[src/rtl/rd_pntr_empty.sv]
// Read-side pointer and status of the dual-clock FIFO: read pointer (binary/Gray),
// RAM read address/enable, and registered empty / almost-empty / fill-level / underflow.
module rd_pntr_empty #(
   parameter int AWIDTH       = 3,
   parameter int ALMOST_EMPTY = 2
) (
   input  logic              rd_clk_i,
   input  logic              aclr_i,
   input  logic              rd_req_i,
   input  logic [AWIDTH:0]   wr_pntr_gray_i,
   output logic [AWIDTH-1:0] rd_addr_o,
   output logic              rd_en_o,
   output logic              rd_valid_o,
   output logic [AWIDTH:0]   rd_pntr_gray_o,
   output logic              rd_empty_o,
   output logic              rd_almost_empty_o,
   output logic [AWIDTH:0]   rd_usedw_o,
   output logic              rd_underflow_o
);

   localparam logic [AWIDTH:0] LP_AE = (AWIDTH+1)'(ALMOST_EMPTY);

   logic [AWIDTH:0] r_rd_bin;
   logic [AWIDTH:0] r_rd_gray;
   logic            r_empty;
   logic            r_almost_empty;
   logic [AWIDTH:0] r_usedw;
   logic            r_valid;
   logic            r_underflow;

   logic            w_rd_acc;
   logic [AWIDTH:0] w_rd_bin_next;
   logic [AWIDTH:0] w_rd_gray_next;
   logic [AWIDTH:0] w_wr_bin;
   logic [AWIDTH:0] w_usedw_next;

   // Handshake: a request is accepted (rd_en_o high, address valid) in any cycle
   // where rd_req_i is high and the registered empty flag is low; data follows one cycle later.
   assign w_rd_acc       = rd_req_i & ~r_empty;
   assign w_rd_bin_next  = r_rd_bin + {{AWIDTH{1'b0}}, w_rd_acc};
   assign w_rd_gray_next = w_rd_bin_next ^ (w_rd_bin_next >> 1);
   assign w_usedw_next   = w_wr_bin - w_rd_bin_next;

   always_comb begin
      w_wr_bin         = '0;
      w_wr_bin[AWIDTH] = wr_pntr_gray_i[AWIDTH];
      for (int i = AWIDTH - 1; i >= 0; i--) begin
         w_wr_bin[i] = w_wr_bin[i+1] ^ wr_pntr_gray_i[i];
      end
   end

   // Status uses the lagging synchronized write pointer, so empty can only be late, never early.
   always_ff @(posedge rd_clk_i or negedge aclr_i) begin
      if (!aclr_i) begin
         r_rd_bin       <= '0;
         r_rd_gray      <= '0;
         r_empty        <= 1'b1;
         r_almost_empty <= 1'b1;
         r_usedw        <= '0;
         r_valid        <= 1'b0;
         r_underflow    <= 1'b0;
      end else begin
         r_rd_bin       <= w_rd_bin_next;
         r_rd_gray      <= w_rd_gray_next;
         r_empty        <= (w_rd_gray_next == wr_pntr_gray_i);
         r_almost_empty <= (w_usedw_next <= LP_AE);
         r_usedw        <= w_usedw_next;
         r_valid        <= w_rd_acc;
         r_underflow    <= rd_req_i & r_empty;
      end
   end

   assign rd_addr_o         = r_rd_bin[AWIDTH-1:0];
   assign rd_en_o           = w_rd_acc;
   assign rd_valid_o        = r_valid;
   assign rd_pntr_gray_o    = r_rd_gray;
   assign rd_empty_o        = r_empty;
   assign rd_almost_empty_o = r_almost_empty;
   assign rd_usedw_o        = r_usedw;
   assign rd_underflow_o    = r_underflow;

endmodule

[config.mk]
export PLATFORM = sky130hd
export DESIGN_NAME = rd_pntr_empty
export DESIGN_NICKNAME = d
export VERILOG_FILES = /design/src/rtl/rd_pntr_empty.sv
export SDC_FILE = /design/constraint.sdc
export NUM_CORES = 1
export LEC_CHECK = 0
export CAP_MARGIN = 20
export CELL_PAD_IN_SITES_DETAIL_PLACEMENT = 1
export CELL_PAD_IN_SITES_GLOBAL_PLACEMENT = 1
export CORE_MARGIN = 2
export CORE_UTILIZATION = 34
export CTS_CLUSTER_SIZE = 20
export DETAILED_ROUTE_END_ITERATION = 7
export MAX_ROUTING_LAYER = met4
export PLACE_DENSITY_LB_ADDON = 0.1
export REMOVE_ABC_BUFFERS = 1
export SYNTH_ARGS = -nofsm -noshare
export SYNTH_HDL_FRONTEND = slang
export SYNTH_SLANG_ARGS = --single-unit
[constraint.sdc]
create_clock -name rd_clk_i -period 3.3 [get_ports rd_clk_i]
set_input_delay 0.66 -clock rd_clk_i [delete_from_list [all_inputs] [get_ports rd_clk_i]]
set_output_delay 0.66 -clock rd_clk_i [all_outputs]
set_load 0.03 [all_outputs]
==> metrics.md, run 1 <==
| Metric | Value |
|---|---|
| TritonRoute pass-1 iters | `2` |
| Worst slew pin tran | `630 ps` |
| CP max-delay cell | `fa_1` |
| Drt wl/cell | `12.1 um` |
| Most used cell, CP | `xor2_1` |
| Final #Nets | `101` |
| Layout cell share with drive strength beyond 1 | `12.5%` |
| Syn-to-layout area delta | `40.9%` |
| Setup Skew | `2.50 ps` |
| Resize count post-CTS | `0` |
| Clock latency on the worst-skew pair | `270 ps` |
| Unrepaired setup endpoints after global routing | `false` |
| Inserted Diodes | `0` |
| Sequential cell area | `378 um2` |
| CTS root buf | `clkbuf_4` |
| Multi-input gate area | `344 um2` |
| Final period utilization | `89.2%` |
| Crit. path cell count | `9` |
| Final core occ | `52.1%` |
| Avg Cell Area, Syn | `12.6 um2` |
| Synthesized instance count | `59` |
| WP data arrival | `3140 ps` |
| Routed Antenna Nets | `0` |
| Startpoint Class | `input pin` |
| Crit path kind | `input pin to flop` |
| Bufs on Longest Clock Path | `2` |
| DIE HEIGHT | `50.7 um` |
| CP Capture Point | `rd_almost_empty_o$_DFF_PN1_` |
| First-pass GRT wire length | `2520 um` |
| GRT Total Usage | `13.9%` |
| Clock sink total | `15` |
| Origin of the critical flop-to-flop path | `rd_empty_o$_DFF_PN1_` |
| Clock slew at reported path FFs | `80 ps` |
| Setup TNS | `0 ps` |
| Synth warn | `0` |
| Gpl congestion | `0.770` |
| Worst path required time | `3500 ps` |
| Final setup viols | `0` |
| Post-DP HPWL | `1160 um` |
| Max stage delay on crit path | `530 ps` |
| Initial Util | `37.0%` |
| Die ar. | `2570 um2` |
| Num rows | `16` |
| Worst path bufs/invs | `1` |
| Flop2flop setup slack | `800 ps` |
| CP Cell Sequence | `clkdlybuf4s50_1 > xnor2_2 > xor2_1 > xor2_1 > ha_1 > fa_1 > nor2_1 > or4_1 > o22ai_1` |
| Worst R2R Path Depth | `7` |
| Max-cap viol count | `0` |
| Post-CTS Setup Bufs | `0` |
| Post-cts hold buffer count | `0` |
| Max FO, Critical Path | `4` |
| Count of different cell masters after synthesis | `24` |
| Die Width | `50.7 um` |
| Pin count of the biggest net entering global routing | `16` |
| Max Slew Vio Count | `0` |
| Slew HR | `57.9%` |
| Final Critical Period | `2950 ps` |
| Synthesized flop and latch total | `15` |
| # DRC | `0` |
| Initial antenna violation count | `0` |
| Outcome | `completed` |
| Num ports | `23` |
| IO buf count | `22` |
| R2R Path End | `rd_almost_empty_o$_DFF_PN1_` |
| Fmax | `340 MHz` |
| Fill count | `226` |
| Min-Delay Path Class | `flop to flop` |
| Seq/Total Area, Yosys | `51.0%` |
| CTS Buf Count | `3` |
| Via count | `523` |
| CP endpoint kind | `flop` |
| CTS tree | `yes` |
| Vias/cell | `4.55` |
| CTS H-tree lvls | `1` |
| CP Launch Point | `wr_pntr_gray_i[3]` |
| Family with the most delay on the worst path | `adder cells` |
| First DRT Iteration DRCs | `1` |
| Synth Cell Area | `741 um2` |
| Final wirelength | `1390 um` |
| GRT Residual Overflow | `0` |
| Number of hold violations in the final report | `0` |
| Core area | `2000 um2` |
| Number of global-route vias before repair | `561` |
==> worst register-to-register path: cells and delay by family, from the launching register on <==
kind                     cells  cell delay [ps]
adder cells (fa/ha/maj)      3             1220
AND/OR/NAND/NOR              3              500
flip-flops                   1              540
AO/OA/AOI/OAI                1              160
==> cells by family after synthesis <==
| group | synth area share (%) |
|---|---|
| adder cells (fa/ha/maj) | 10.8 |
| multiplexers | 1.35 |
| flip-flops | 51.0 |
| buffers and inverters | 2.53 |
| AND/OR/NAND/NOR | 7.60 |
| AO/OA/AOI/OAI | 4.56 |
| XOR/XNOR | 22.1 |
==> stage by stage <==
step | hold slack (ps) | instance area (um2) | setup slack, ps | cells
after floorplan | 364 | 741 | 297 | 59
after global placement | 538 | 1020 | 145 | 111
after detailed placement | 562 | 1020 | 40.8 | 111
after CTS | 574 | 1040 | 332 | 115
after global routing | 577 | 1040 | 209 | 115
final | 566 | 1040 | 355 | 115
==> layout by cell type, fill, tap and decap left out, types with 3 or more instances in the layout <==
cell type	n
xor2_1	5
ha_1	4
inv_1	5
dfrtp_1	13
xnor2_1	10
buf_4	3
clkbuf_4	3
clkdlybuf4s50_1	22
==> routing by layer <==
| metal | vias up | wire length [um] | GRT usage [%] |
|---|---|---|---|
| met2 | 16 | 701 | 22.8 |
| li1 | 250 | - | - |
| met3 | 2 | 61 | 2.08 |
| met1 | 255 | 608 | 16.8 |
| met5 | - | 0 | - |
| met4 | 0 | 14 | 6.76 |
==> synthesized netlist by cell type <==
cell / number / area, um2
maj3_1: 1 / 10.0
or4_1: 1 / 7.51
nor2_1: 2 / 7.51
ha_1: 4 / 50.1
o22ai_1: 1 / 6.26
dfrtp_1: 13 / 325
o211a_1: 1 / 10.0
nor2b_1: 1 / 6.26
nand3_1: 1 / 5.00
and3_1: 1 / 6.26
mux2i_1: 1 / 10.0
a21oi_1: 1 / 5.00
fa_1: 1 / 20.0
xor2_1: 5 / 43.8
a21boi_0: 1 / 7.51
xnor2_2: 1 / 16.3
o21ai_0: 1 / 5.00
inv_1: 5 / 18.8
and2_1: 2 / 12.5
nor2_2: 1 / 6.26
nor3_1: 1 / 5.00
xnor2_1: 10 / 87.6
xor2_2: 1 / 16.3
dfstp_2: 2 / 52.6
==> cell type report <==
cell class	count	share of cell area (%)
multi-input combinational	39	33.0
timing repair buffer	25	23.3
clock buffer	4	2.52
tap	27	3.24
inverter	5	1.80
sequential	15	36.2
==> state kept, by name (all words and copies together) (netlist names) <==
register	flops
rd_valid_o	1
rd_empty_o	1
rd_almost_empty_o	1
r_rd_bin	4
rd_underflow_o	1
rd_pntr_gray_o	3
rd_usedw_o	4
==> worst min path at each step <==
stage / cells after the start / endpoint / slack, ps / startpoint
detailed placement: 1 / rd_underflow_o$_DFF_PN0_ / 560 / rd_empty_o$_DFF_PN1_
finish: 1 / rd_underflow_o$_DFF_PN0_ / 570 / rd_empty_o$_DFF_PN1_
global placement: 1 / rd_underflow_o$_DFF_PN0_ / 540 / rd_empty_o$_DFF_PN1_
floorplan: 0 / r_rd_bin[0]$_DFF_PN0_ / 360 / aclr_i
CTS: 1 / rd_underflow_o$_DFF_PN0_ / 570 / rd_empty_o$_DFF_PN1_
global route: 1 / rd_underflow_o$_DFF_PN0_ / 580 / rd_empty_o$_DFF_PN1_
Power of run 1 is left out: the tool's default activity adds up to more than one toggle a clock period on the data nets, which glitch-free logic cannot reach.
==> inputs of run 2 (changes only) <==
- clock period: 3.3 -> 2.9 ns (I/O delays scaled with it)
==> metrics.md, run 2 (synthesis results as in run 1) <==
| Metric | Value |
|---|---|
| GRT Total Usage | `16.6% (was 13.9%)` |
| Clock slew at reported path FFs | `90 ps (was 80 ps)` |
| CTS Buf Count | `3 (unchanged)` |
| Origin of the critical flop-to-flop path | `rd_empty_o$_DFF_PN1_ (unchanged)` |
| Inserted Diodes | `0 (unchanged)` |
| Hold path depth | `1 (unchanged)` |
| IO buf count | `22 (unchanged)` |
| Min-delay src | `rd_empty_o$_DFF_PN1_ (unchanged)` |
| Max Slew Vio Count | `0 (unchanged)` |
| Layout cell share with drive strength beyond 1 | `22.4% (was 12.5%)` |
| Final period utilization | `94.9%` |
| Number of global-route vias before repair | `621 (was 561)` |
| Post-DP HPWL | `1390 um (was 1160 um)` |
| Crit path kind | `input pin to flop (unchanged)` |
| Final core occ | `56.3% (was 52.1%)` |
| Final setup viols | `0 (unchanged)` |
| R2R Path End | `rd_almost_empty_o$_DFF_PN1_ (unchanged)` |
| Clock sink total | `15 (unchanged)` |
| TritonRoute pass-1 iters | `3 (was 2)` |
| Min-Delay Path Class | `flop to flop (unchanged)` |
| Most common cell after layout, fill and taps aside | `clkdlybuf4s50_1 (unchanged)` |
| Final wirelength | `1710 um (was 1390 um)` |
| First-pass GRT wire length | `2950 um (was 2520 um)` |
| Num rows | `16 (unchanged)` |
| Fin Hold WS | `567 ps (was 566 ps)` |
| Unrepaired setup endpoints after global routing | `false (unchanged)` |
| # DRC | `0 (unchanged)` |
| Clock latency on the worst-skew pair | `280 ps (was 270 ps)` |
| Fill count | `219 (was 226)` |
| CP endpoint kind | `flop (unchanged)` |
| Max FO, Critical Path | `2 (was 4)` |
| Flop2flop setup slack | `490 ps (was 800 ps)` |
| Post-CTS Setup Bufs | `0 (unchanged)` |
| Vias/cell | `4.48 (was 4.55)` |
| Outcome | `completed (unchanged)` |
| Via count | `560 (was 523)` |
| Resize count post-CTS | `0 (unchanged)` |
| Setup Skew | `9.52 ps (was 2.50 ps)` |
| Fmax | `363 MHz` |
| CTS H-tree lvls | `1 (unchanged)` |
| Final #Nets | `111 (was 101)` |
| Post-cts hold buffer count | `0 (unchanged)` |
| Worst Hold Endpoint | `rd_underflow_o$_DFF_PN0_ (unchanged)` |
| Worst R2R Path Depth | `7 (unchanged)` |
| Worst path required time | `3100 ps (was 3500 ps)` |
| GRT Residual Overflow | `0 (unchanged)` |
| Number of hold violations in the final report | `0 (unchanged)` |
| Final Critical Period | `2750 ps` |
| Drt wl/cell | `13.7 um (was 12.1 um)` |
| Startpoint Class | `input pin (unchanged)` |
| First DRT Iteration DRCs | `1 (unchanged)` |
| Most frequent cells in the layout | `clkdlybuf4s50_1, buf_4, dfrtp_1 (was clkdlybuf4s50_1, dfrtp_1, xnor2_1)` |
| Bufs on Longest Clock Path | `2 (unchanged)` |
| Max-cap viol count | `0 (unchanged)` |
| WP data arrival | `2950 ps (was 3140 ps)` |
| Worst slew pin tran | `635 ps (was 630 ps)` |
| Routed Antenna Nets | `0 (unchanged)` |
| Die ar. | `2570 um2 (unchanged)` |
| Syn-to-layout area delta | `52.0% (was 40.9%)` |
| CTS tree | `yes (unchanged)` |
| Slew HR | `57.5% (was 57.9%)` |
| DIE HEIGHT | `50.7 um (unchanged)` |
| Initial Util | `37.0% (unchanged)` |
| Pin count of the biggest net entering global routing | `16 (unchanged)` |
| Initial antenna violation count | `0 (unchanged)` |
| Die Width | `50.7 um (unchanged)` |
| Num ports | `23 (unchanged)` |
| Core area | `2000 um2 (unchanged)` |
| CTS root buf | `clkbuf_4 (unchanged)` |
| Gpl congestion | `0.759 (was 0.770)` |
[run 2: cell count changes in the layout (fill, tap and decap cells not counted), sizes merged]
cell	change
buf	+10
[run 2: final cells by class]
| type | count | area, um2 | share of cell area (%) |
|---|---|---|---|
| tap | 27 | 33.8 | 3.00 |
| clock buffer | 4 | 26.3 | 2.33 |
| sequential | 15 | 378 | 33.6 |
| multi-input combinational | 39 | 352 | 31.2 |
| inverter | 5 | 18.8 | 1.67 |
| timing repair buffer | 35 | 318 | 28.2 |
[run 2: worst max-delay path by stage]
stage	start	end	slack, ps
after floorplan	rd_req_i	rd_almost_empty_o$_DFF_PN1_	-20
after global placement	wr_pntr_gray_i[3]	rd_almost_empty_o$_DFF_PN1_	-60
after detailed placement	wr_pntr_gray_i[3]	rd_almost_empty_o$_DFF_PN1_	-180
after CTS	wr_pntr_gray_i[3]	rd_almost_empty_o$_DFF_PN1_	120
after global routing	wr_pntr_gray_i[3]	rd_almost_empty_o$_DFF_PN1_	30
final	wr_pntr_gray_i[3]	rd_almost_empty_o$_DFF_PN1_	150
[run 2: worst max-delay path, stage by stage]
cell and delay [ps]:
clkdlybuf4s50_1 460, xnor2_2 250, xor2_2 190, xor2_1 90
ha_1 230, fa_1 510, nor2_1 50, or4_1 410
o22ai_1 160
[run 2: per-stage QoR]
| stage | setup WS (ps) | setup TNS (ps) | area, um2 | instances |
|---|---|---|---|---|
| floorplan | -23.0 | -23.0 | 741 | 59 |
| global placement | -60.4 | -60.4 | 1090 | 121 |
| detailed placement | -177 | -193 | 1090 | 121 |
| global route | 26.4 | 0 | 1130 | 125 |
| CTS | 119 | 0 | 1120 | 125 |
| finish | 147 | 0 | 1130 | 125 |
[run 2: routing by layer]
layer,wire length (um),vias to the layer above,global-route usage [%]
met3,60,2,2.98
met5,0,-,-
met4,25,0,9.46
li1,-,270,-
met2,893,16,28.1
met1,730,272,18.3
Power of run 2 is left out for the same reason.
